`src/rtl/div3_seq_driver_pkg.sv`:
```
// Shared types and helpers for the div3 sequence driver and its reference counter.
package div3_seq_driver_pkg;

  typedef enum logic [2:0] {
    ST_IDLE,
    ST_SEND,
    ST_WAIT,
    ST_PASS,
    ST_FAIL
  } state_t;

  // Quotient width of an N-bit divide-by-3.
  function automatic int qw(input int n);
    return n - 1;
  endfunction

endpackage

```
`src/rtl/div3_seq_driver_ref_counter.sv`:
```
// Operand counter that tracks x/3 and x%3 incrementally, so 3*q + r == x always holds.
module div3_seq_driver_ref_counter
  import div3_seq_driver_pkg::*;
#(
  parameter int N = 8
) (
  input  logic               clk,
  input  logic               rst_n,
  input  logic               clr_i,
  input  logic               inc_i,
  output logic [N-1:0]       x_o,
  output logic [qw(N)-1:0]   q_o,
  output logic               last_o
);

  logic [N-1:0]     x_q, x_d;
  logic [qw(N)-1:0] q_q, q_d;
  logic [1:0]       r_q, r_d;

  always_comb begin
    x_d = x_q;
    q_d = q_q;
    r_d = r_q;
    if (clr_i) begin
      x_d = '0;
      q_d = '0;
      r_d = '0;
    end else if (inc_i) begin
      x_d = x_q + 1'b1;
      if (r_q == 2'd2) begin
        r_d = '0;
        q_d = q_q + 1'b1;
      end else begin
        r_d = r_q + 1'b1;
      end
    end
  end

  always_ff @(posedge clk or negedge rst_n) begin
    if (!rst_n) begin
      x_q <= '0;
      q_q <= '0;
      r_q <= '0;
    end else begin
      x_q <= x_d;
      q_q <= q_d;
      r_q <= r_d;
    end
  end

  assign x_o    = x_q;
  assign q_o    = q_q;
  assign last_o = (x_q == '1);

endmodule

```
`src/rtl/div3_seq_driver.sv`:
```
// Built-in self-test initiator: sweeps every operand through a div3 responder and checks each quotient.
module div3_seq_driver
  import div3_seq_driver_pkg::*;
#(
  parameter int N       = 8,
  parameter int TIMEOUT = 64
) (
  input  logic               clk,
  input  logic               rst_n,
  input  logic               i_start,
  output logic [N-1:0]       o_x,
  output logic               o_vld,
  input  logic [qw(N)-1:0]   i_y,
  input  logic               i_vld,
  output logic               o_busy,
  output logic               o_done,
  output logic               o_pass,
  output logic               o_timeout,
  output logic [N-1:0]       o_err_x,
  output logic [qw(N)-1:0]   o_err_y
);

  localparam int TW = $clog2(TIMEOUT) + 1;

  state_t           state_q, state_d;
  logic [TW-1:0]    tmo_q, tmo_d;
  logic             timeout_q, timeout_d;
  logic [N-1:0]     err_x_q, err_x_d;
  logic [qw(N)-1:0] err_y_q, err_y_d;

  logic             clr, inc, last;
  logic [N-1:0]     x;
  logic [qw(N)-1:0] q;

  div3_seq_driver_ref_counter #(.N(N)) u_ref (
    .clk    (clk),
    .rst_n  (rst_n),
    .clr_i  (clr),
    .inc_i  (inc),
    .x_o    (x),
    .q_o    (q),
    .last_o (last)
  );

  always_comb begin
    state_d   = state_q;
    tmo_d     = tmo_q;
    timeout_d = timeout_q;
    err_x_d   = err_x_q;
    err_y_d   = err_y_q;
    clr       = 1'b0;
    inc       = 1'b0;
    unique case (state_q)
      ST_IDLE, ST_PASS, ST_FAIL: begin
        if (i_start) begin
          state_d   = ST_SEND;
          clr       = 1'b1;
          tmo_d     = '0;
          timeout_d = 1'b0;
          err_x_d   = '0;
          err_y_d   = '0;
        end
      end
      ST_SEND: begin
        state_d = ST_WAIT;
        tmo_d   = '0;
      end
      ST_WAIT: begin
        if (i_vld) begin
          if (i_y == q) begin
            if (last) begin
              state_d = ST_PASS;
            end else begin
              inc     = 1'b1;
              state_d = ST_SEND;
            end
          end else begin
            state_d = ST_FAIL;
            err_x_d = x;
            err_y_d = i_y;
          end
        // The incremented count reaching TIMEOUT-1 ends the wait, so FAIL lands TIMEOUT cycles after o_vld.
        end else if (tmo_q == TW'(TIMEOUT - 2)) begin
          state_d   = ST_FAIL;
          timeout_d = 1'b1;
          err_x_d   = x;
          err_y_d   = '0;
        end else begin
          tmo_d = tmo_q + 1'b1;
        end
      end
      default: state_d = ST_IDLE;
    endcase
  end

  always_ff @(posedge clk or negedge rst_n) begin
    if (!rst_n) begin
      state_q   <= ST_IDLE;
      tmo_q     <= '0;
      timeout_q <= 1'b0;
      err_x_q   <= '0;
      err_y_q   <= '0;
    end else begin
      state_q   <= state_d;
      tmo_q     <= tmo_d;
      timeout_q <= timeout_d;
      err_x_q   <= err_x_d;
      err_y_q   <= err_y_d;
    end
  end

  assign o_x       = x;
  assign o_vld     = (state_q == ST_SEND);
  assign o_busy    = (state_q == ST_SEND) || (state_q == ST_WAIT);
  assign o_done    = (state_q == ST_PASS) || (state_q == ST_FAIL);
  assign o_pass    = (state_q == ST_PASS);
  assign o_timeout = timeout_q;
  assign o_err_x   = err_x_q;
  assign o_err_y   = err_y_q;

endmodule

```
`config.mk`:
```
export PLATFORM = sky130hd
export DESIGN_NAME = div3_seq_driver
export DESIGN_NICKNAME = d
export VERILOG_FILES = /design/src/rtl/div3_seq_driver_pkg.sv /design/src/rtl/div3_seq_driver_ref_counter.sv /design/src/rtl/div3_seq_driver.sv
export SDC_FILE = /design/constraint.sdc
export NUM_CORES = 1
export LEC_CHECK = 0
export BUFFER_PORTS_ARGS = -buffer_cell sky130_fd_sc_hd__buf_2
export CORE_MARGIN = 4
export CORE_UTILIZATION = 30
export DETAILED_ROUTE_END_ITERATION = 10
export GPL_TIMING_DRIVEN = 0
export HOLD_SLACK_MARGIN = 0.08
export MAX_ROUTING_LAYER = met4
export PLACE_DENSITY = 0.58
export SETUP_SLACK_MARGIN = 0.5
export SLEW_MARGIN = 5
export SYNTH_ARGS = -nofsm -noshare
export SYNTH_HDL_FRONTEND = slang
export SYNTH_SLANG_ARGS = --single-unit
```
`constraint.sdc`:
```
create_clock -name clk -period 2.55 [get_ports clk]
set_input_delay 0.51 -clock clk [delete_from_list [all_inputs] [get_ports clk]]
set_output_delay 0.51 -clock clk [all_outputs]
set_load 0.02 [all_outputs]
```
After elaboration in Yosys (flattened, before gate mapping)
Cells that the tools add are included.
{"block": "classes", "add_sub_neg": 4, "reduce_logical": 13, "n_mux": 37, "n_eq_ne": 14}
{"operator": "$mux W7", "count": 9}
{"operator": "$mux W8", "count": 6}
{"operator": "$pmux W7 S3", "count": 1}
{"operator": "$pmux W8 S2", "count": 1}
{"operator": "$add A7 B1 Y7 const B", "count": 2}
{"operator": "$pmux W7 S2", "count": 1}
{"operator": "$mux W3", "count": 4}
{"operator": "$reduce_and A4 Y1", "count": 3}
{"operator": "$mux W1", "count": 9}
{"operator": "$pmux W3 S3", "count": 1}
{"operator": "$add A8 B1 Y8 const B", "count": 1}
{"operator": "$eq A8 B8 Y1 const B", "count": 1}
{"operator": "$mux W2", "count": 4}
{"operator": "$ne A2 B2 Y1 const B", "count": 4}
{"operator": "$eq A7 B6 Y1 const B", "count": 1}
{"operator": "$eq A7 B7 Y1", "count": 1}
{"operator": "$eq A3 B2 Y1 const B", "count": 2}
{"operator": "$ne A3 B3 Y1 const B", "count": 2}
{"operator": "$reduce_bool A2 Y1", "count": 3}
{"operator": "$reduce_and A2 Y1", "count": 2}
{"operator": "$eq A3 B1 Y1 const B", "count": 1}
{"operator": "$eq A3 B3 Y1 const B", "count": 1}
{"operator": "$logic_not A3 Y1", "count": 1}
{"operator": "$reduce_bool A3 Y1", "count": 1}
{"operator": "other kinds (5)", "count": 6}
{"block": "totals", "reg_bits": 43, "word_cells": 76}

Longest topological paths before layout
Gate-level depths: netlist (run 1).
{"block": "logic_depth", "ltp_word": 7, "ltp_mapped": 9, "depth_no_buf": 6}

Hierarchy
A second synthesis (run 1) with hierarchy kept.
{"block": "hier_totals", "hier_cells": 228, "area_unflattened_um2": 2319.7}
{"module": "div3_seq_driver", "cells_per_inst": 145, "seq_area_each_um2": 650.6, "n_inst": 1, "area_each_um2": 1480.2}
{"module": "div3_seq_driver_ref_counter", "cells_per_inst": 83, "seq_area_each_um2": 425.4, "n_inst": 1, "area_each_um2": 839.6}

Worst setup path before layout (run 1)
No wires, ideal clock.
{"block": "synth_path", "path_type": "register to register", "startpoint": "register state_q[0]", "endpoint": "register u_ref.q_q[4], in the netlist u_ref.q_o[4]", "synth_period_minus_slack_ns": 1.881, "slack_ns": 0.669, "required_time_ns": 2.472, "arrival_time_ns": 1.803, "path_stages_with_launch": 8, "path_buffers": 2, "setup_time_ns": 0.078, "path_cell_list": "dfrtp_1 > buf_2 > and4bb_1 > buf_4 > and4_1 > nand3_2 > or4_1 > a21oi_1"}
{"block": "synth_via", "elab_chain_len": 5, "word_cells_on_any_way": 11}
{"item": "start, declared", "line": "div3_seq_driver.sv:25", "text": "state_t state_q, state_d;"}
{"item": "start signal, assigned", "line": "div3_seq_driver.sv:104", "text": "state_q <= state_d;"}
{"item": "$eq A3 B2 Y1 (tied with other cells)", "line": "div3_seq_driver.sv:53", "text": "unique case (state_q)"}
{"item": "$reduce_or A3 Y1", "line": "div3_seq_driver.sv:53"}
{"item": "$mux W1", "line": "div3_seq_driver.sv:53"}
{"item": "$reduce_bool A2 Y1 (no source line)"}
{"item": "$reduce_and A2 Y1 (no source line)"}
{"item": "end signal, assigned", "line": "div3_seq_driver_ref_counter.sv:46", "text": "q_q <= q_d;"}
{"item": "end, declared", "line": "div3_seq_driver_ref_counter.sv:17", "text": "logic [qw(N)-1:0] q_q, q_d;"}
Several ways; a longest one is shown, not always the timed one.
A chain may end at the register's enable or synchronous reset.

Worst setup path in the final report (run 1)
Ends and elaborated chain as after synthesis.

==> results of run 1 <==
[cell families after synthesis]
| group | after synthesis | share of synthesized area [%] |
|---|---|---|
| AO/OA/AOI/OAI | 39 | 11.4 |
| XOR/XNOR | 13 | 5.00 |
| adder cells (fa/ha/maj) | 4 | 2.20 |
| buffers and inverters | 23 | 4.28 |
| flip-flops | 43 | 47.2 |
| multiplexers | 19 | 8.40 |
| AND/OR/NAND/NOR | 97 | 21.5 |
[per-layer routing]
metal | part of all wire [%] | routed length (µm)
met1 | 45 | 2440
met3 | 3.4 | 186
met5 | 0 | 0
met4 | 1.2 | 67
met2 | 50 | 2710
[per-stage QoR]
step                hold WS [ns]  setup WS, ns  instances  power (µW)
floorplan                  0.214         0.669        238        1150
global placement           0.501         0.235        375        1310
detailed placement         0.500         0.196        375        1320
CTS                        0.410         0.501        383        1870
global route               0.454         0.480        385        2010
finish                     0.369         0.557        385        1880
[registers in the layout, indices dropped and copies added (netlist names)]
| register | count |
|---|---|
| u_ref.q_o | 7 |
| u_ref.r_q | 2 |
| o_err_y | 7 |
| u_ref.x_o | 8 |
| tmo_q | 7 |
| state_q | 3 |
| o_err_x | 8 |
| o_timeout | 1 |
[path summary, 6_finish.rpt]
kind	from	endpoint	slack, ns	cells past startpoint
setup reg to reg	state_q[0]$_DFFE_PN0P_	u_ref.q_o[4]$_DFFE_PN0P_	0.56	7
setup / recovery	state_q[0]$_DFFE_PN0P_	u_ref.q_o[4]$_DFFE_PN0P_	0.56	7
hold reg to reg	o_timeout$_DFFE_PN0P_	o_timeout$_DFFE_PN0P_	0.52	1
min in group clk	i_y[1]	o_err_y[1]$_DFFE_PN0P_	0.48	3
max in group asynchronous	rst_n	u_ref.x_o[1]$_DFFE_PN0P_	1.51	1
hold / removal	rst_n	o_err_x[1]$_DFFE_PN0P_	0.37	1
[final cells by class]
type                       count  share of cell area [%]
multi-input combinational    172                    41.7
inverter                      13                    1.72
tap                           99                    4.38
timing repair buffer          41                    7.60
buffer                        10                    2.83
clock inverter                 1                    1.06
sequential                    43                    38.1
clock buffer                   6                    2.56
[power groups by stage]
| stage | registers (µW) | clock network [µW] | logic [µW] |
|---|---|---|---|
| 2_1_floorplan | 766 | 0 | 383 |
| 3_5_place_dp | 760 | 0 | 560 |
| 3_3_place_gp | 760 | 0 | 552 |
| 4_1_cts | 748 | 537 | 582 |
| 6_report | 750 | 513 | 620 |
| 5_1_grt | 756 | 562 | 692 |
[what timing repair did]
item | 4_1_cts | 5_1_grt
pin swaps | 1 | 5
buffers inserted | 1 | 2
gates resized for setup | 8 | 28
setup endpoints to repair | 24 | 26
[cell usage in the layout (no fill, tap or decap), drive strengths merged, types with 2 or more instances in the layout]
master and n:
nand2 33, xnor2 9, a22o 2, or3b 2
nor4 2, xor2 4, o31ai 3, nand4 6
nor3 3, buf 47, clkbuf 10, and3 3
or4 3, nand2b 3, a211o 3, o22ai 2
nand3 14, a21o 3, or3 2, inv 13
o21ai 14, ha 4, dfrtp 43, nor2 18
mux2i 18, and4 3, a21oi 9
==> qor.csv, run 1 <==
metric,value,unit
synth-seq-area-share,47.2,%
drt-wirelength-per-cell,14.0,µm
routed_vias,1873,
synth_area_leader,sky130_fd_sc_hd__dfrtp_1,
clock_tree_buffer_depth,2,
synthesis.instances,238,
port_buffers,38,
swShare,33.8,%
track_usage,13.6,%
ys.flop_type,sky130_fd_sc_hd__dfrtp_1,
setup-violations-final,0,
post_route_utilization,38.6,%
max-vdd-ir-drop,0.000302,V
critical_path_buf_inv_count,2,
crit_path_time_final,1.99,ns
critical_path.cell_chain,buf_4 -> and4bb_1 -> buf_6 -> and4_1 -> nand3_2 -> or4_4 -> a21oi_1,
timing.final.crit_share,78.1,%
pwr_density_cell,665,mW/mm²
number_of_cell_rows,31,
power.static_leakage,0.00136,µW
tritoncts_num_sinks,43,
start_util,31.1,%
worst_path_largest_cell_delay,0.53,ns
routabilityCongestion,0.849,
yosysMostFrequentCell,sky130_fd_sc_hd__dfrtp_1,
die_area,0.00905,mm²
route.antenna.remaining_nets,0,
hold_viol,0,
finClkSkew,0.00968,ns
timing.setup.tns,0,ns
pwr-share-seq,39.8,%
area.sequential,0.00108,mm²
grt.busiest_layer,met2,
combinationalPowerShare,32.9,%
syn_area,0.00228,mm²
groute.layer.met2.usage,21.8,%
grt_util_met3,2.68,%
via_count_of_the_first_global_routing_pass,1912,
setup.worst_path.start_class,register,
timing_worst_slew_pin_value,0.986,ns
grt_max_degree,44,
die-width,95.2,µm
arrival,2.22,ns
drt_iter0_markers,87,
synth-warning-count,0,
multi_input_logic_area,0.00118,mm²
final_area,0.00283,mm²
globalRoute.totalOverflow,0,
total_clock_buffers_created_by_cts,5,
max-cap-violations,0,
synth_top_cells_by_count,"43 x sky130_fd_sc_hd__dfrtp_1, 33 x sky130_fd_sc_hd__nand2_1, 18 x sky130_fd_sc_hd__mux2i_1, 18 x sky130_fd_sc_hd__nor2_1",
worst_skew_pair.late_latency,0.29,ns
synth_cell_type_count,40,
fmaxAchievable,502,MHz
relSlewSlack,34.3,%
p_clk_share,27.2,%
drv_slew,0,
post_synthesis_net_count,253,
setup.worst_path.end_class,register,
timing.critical_path.max_delay_family,simple AND/OR/NAND/NOR gates,
internal_power,1250,µW
critical_path_peak_fanout,9,
setup_repair_after_global_routing_missed_its_margin,no,
antenna_violations_before_repair,0,
synthToLayoutAreaGrowth,24.2,%
layout-drive-gt1-share,26.9,%
drt-vias-per-instance,4.86,
number_of_nets_in_the_layout,301,
run_status,completed,
crit_type,register to register,
filler_cell_count,741,
number_of_diodes_added_for_antenna_fixing,0,
hpwl,3.89,mm
clock-root-buffer,sky130_fd_sc_hd__clkbuf_8,
detailed_place.area,0.00259,mm²
synth-edff-count,0,
drtPass1Iterations,5,
post_synth_arst_share,100,%
classification_of_the_worst_slack_hold_path,primary input to async pin,
ioPinCount,39,
wire_length_of_the_first_global_routing_pass,9.33,mm
postSynthRegisterBits,43,
synth_top_cells_by_area,"sky130_fd_sc_hd__dfrtp_1 47%, sky130_fd_sc_hd__mux2i_1 7.9%, sky130_fd_sc_hd__nand2_1 5.4%, sky130_fd_sc_hd__xnor2_1 3.5%, sky130_fd_sc_hd__nor2_1 3.0%",
tritoncts,built,
route.final.wire_length,5.40,mm
timing.critical_path.slowest_stage_cell,sky130_fd_sc_hd__or4_4,
worstPathRequired,2.77,ns
per_instance_average_area_after_synthesis,9.57,µm²
die_y,95.2,µm
gr-usage-met1,16.8,%
placeableCoreArea,0.00733,mm²
clk_transition_reported_paths,0.08,ns
drc_errors,0,
hold_buf_count_cts,0,
synth_top_cell_area_share,47.2,%
total_switching_power,636,µW
ctsHtreeMaxLevel,2,
No activity file was read; power rests on OpenSTA's default activity.
==> run 2, diff against run 1 <==
- clock period: 2.55 -> 2.1 ns (I/O delays scaled with it)
==> run 2 against run 1 <==
Sequential power is 21% higher. Sequential share of layout area is 4.8 points lower. Worst hold slack worse by 0.094 ns. Largest power group is now combinational logic. Register-to-register slack worse by 0.33 ns. Via count is 9.2% higher. Die area stayed put. Non-clock buffer count is 31 higher. Core utilization is 5.6 points higher. Global-route usage is 0.20 points higher.
==> qor.csv, run 2 (synthesis results as in run 1) <==
metric,value,unit
hold_buf_count_cts,0,
worstPathRequired,2.33,ns
timing.critical_path.slowest_stage_cell,sky130_fd_sc_hd__dfrtp_1,
power,2480,µW
track_usage,13.8,%
synthToLayoutAreaGrowth,42.3,%
final_common_cell,sky130_fd_sc_hd__dfrtp_1,
timing.critical_path.max_delay_family,simple AND/OR/NAND/NOR gates,
timing.setup.tns,0,ns
run_status,completed,
setup.worst_path.end_class,register,
placeableCoreArea,0.00733,mm²
port_buffers,38,
non_filler_instances,417,
drt_iter0_markers,79,
worstRegToRegCells,8,
setup_repair_after_global_routing_missed_its_margin,yes,
start_util,31.1,%
antenna_violations_before_repair,0,
reg2reg_slack,0.23,ns
routed_vias,2046,
drt-vias-per-instance,4.91,
critical_path_buf_inv_count,3,
drv_slew,0,
setup.worst_path.start_class,register,
classification_of_the_worst_slack_hold_path,primary input to async pin,
number_of_cell_rows,31,
pre_cts_slack,0.0346,ns
drtPass1Iterations,4,
layout-drive-gt1-share,40.9,%
worst_r2r_endpoint,u_ref.x_o[3]$_DFFE_PN0P_,
crit_type,register to register,
post_route_utilization,44.2,%
clk_transition_reported_paths,0.08,ns
globalRoute.totalOverflow,0,
max-vdd-ir-drop,0.000248,V
worst_slack,0.229,ns
clock-root-buffer,sky130_fd_sc_hd__clkbuf_8,
setup-violations-final,0,
pwr_density_cell,765,mW/mm²
die_area,0.00905,mm²
die_y,95.2,µm
dp_cells,375,
finClkSkew,0.00812,ns
timing.final.crit_share,89.1,%
fmaxAchievable,535,MHz
timing_worst_slew_pin_value,0.977,ns
ctsHtreeMaxLevel,2,
timing.critical_path.to,u_ref.x_o[3]$_DFFE_PN0P_,
drt-wirelength-per-cell,14.4,µm
critical_path.most_common_cell,sky130_fd_sc_hd__buf_6,
logic_depth_of_the_worst_path_buffers_included,8,
commonest_cells_after_routing_fill_and_taps_aside,"39 x sky130_fd_sc_hd__dfrtp_1, 36 x sky130_fd_sc_hd__buf_2, 32 x sky130_fd_sc_hd__nand2_1",
routabilityCongestion,0.868,
crit_path_time_final,1.87,ns
route.final.wire_length,5.99,mm
relSlewSlack,34.9,%
total_clock_buffers_created_by_cts,5,
hpwl,3.92,mm
critical_path_peak_fanout,6,
clock_tree_buffer_depth,2,
worst_path_largest_cell_delay,0.38,ns
wire_length_of_the_first_global_routing_pass,9.65,mm
worst_r2r_startpoint,state_q[0]$_DFFE_PN0P_,
max-cap-violations,0,
number_of_diodes_added_for_antenna_fixing,0,
power.static_leakage,0.00158,µW
route.antenna.remaining_nets,0,
number_of_nets_in_the_layout,332,
grt_max_degree,44,
tritoncts_num_sinks,43,
setup_crit_start,state_q[0]$_DFFE_PN0P_,
die-width,95.2,µm
via_count_of_the_first_global_routing_pass,2062,
drc_errors,0,
critical_path.cell_chain,buf_6 -> and4bb_1 -> buf_6 -> and4_4 -> nand3_4 -> buf_6 -> or3_4 -> a21oi_2,
hold_viol,0,
tritoncts,built,
worst_skew_pair.late_latency,0.30,ns
arrival,2.10,ns
ioPinCount,39,
run 2: cell types whose count changed in the layout (fill, tap and decap cells not counted), sizes merged:
cell	delta
clkinv	+1
bufinv	-1
clkbuf	+1
buf	+31
run 2: per-stage QoR:
step / hold WS (ns) / cell area, µm²
finish: 0.275 / 3240
detailed placement: 0.505 / 2670
CTS: 0.317 / 3040
floorplan: 0.124 / 2350
global placement: 0.509 / 2670
global route: 0.366 / 3240
run 2: cell type report:
type | instances | area [µm²]
plain buffers | 10 | 98.8
clock buffers | 7 | 86.3
clock inverters | 1 | 5.00
fillers | 698 | 4090
inverters | 13 | 48.8
multi-input cells | 172 | 1310
flip-flops and latches | 43 | 1080
well taps | 99 | 124
repair buffers | 72 | 487
run 2: worst min path at each step:
| stage | endpoint | slack (ns) | cells after the start |
|---|---|---|---|
| floorplan | o_err_x[0]$_DFFE_PN0P_ | 0.12 | 0 |
| global placement | o_timeout$_DFFE_PN0P_ | 0.51 | 1 |
| detailed placement | o_timeout$_DFFE_PN0P_ | 0.50 | 1 |
| CTS | o_err_y[1]$_DFFE_PN0P_ | 0.32 | 1 |
| global route | u_ref.q_o[2]$_DFFE_PN0P_ | 0.37 | 1 |
| finish | o_err_x[5]$_DFFE_PN0P_ | 0.28 | 1 |
run 2: what timing repair did:
item	4_1_cts	5_1_grt
resized for setup	26	24
cloned	0	2
setup buffers	24	8
setup endpoints to repair	44	44
pin swaps	15	21
run 2: routing by layer:
metal / track usage (%) / part of all wire (%) / vias to the layer above
met5: - / 0 / -
met4: 3.85 / 2.2 / 0
met3: 2.37 / 2.6 / 11
met2: 23.4 / 50 / 33
met1: 16.8 / 45 / 1012
li1: - / - / 990
run 2: power breakdown:
part / internal [µW] / switching [µW] / leakage (µW)
Combinational: 469 / 553 / 0.000940
Sequential: 877 / 32.0 / 0.000590
Clock: 266 / 284 / 0.0000482
Total: 1610 / 869 / 0.00158
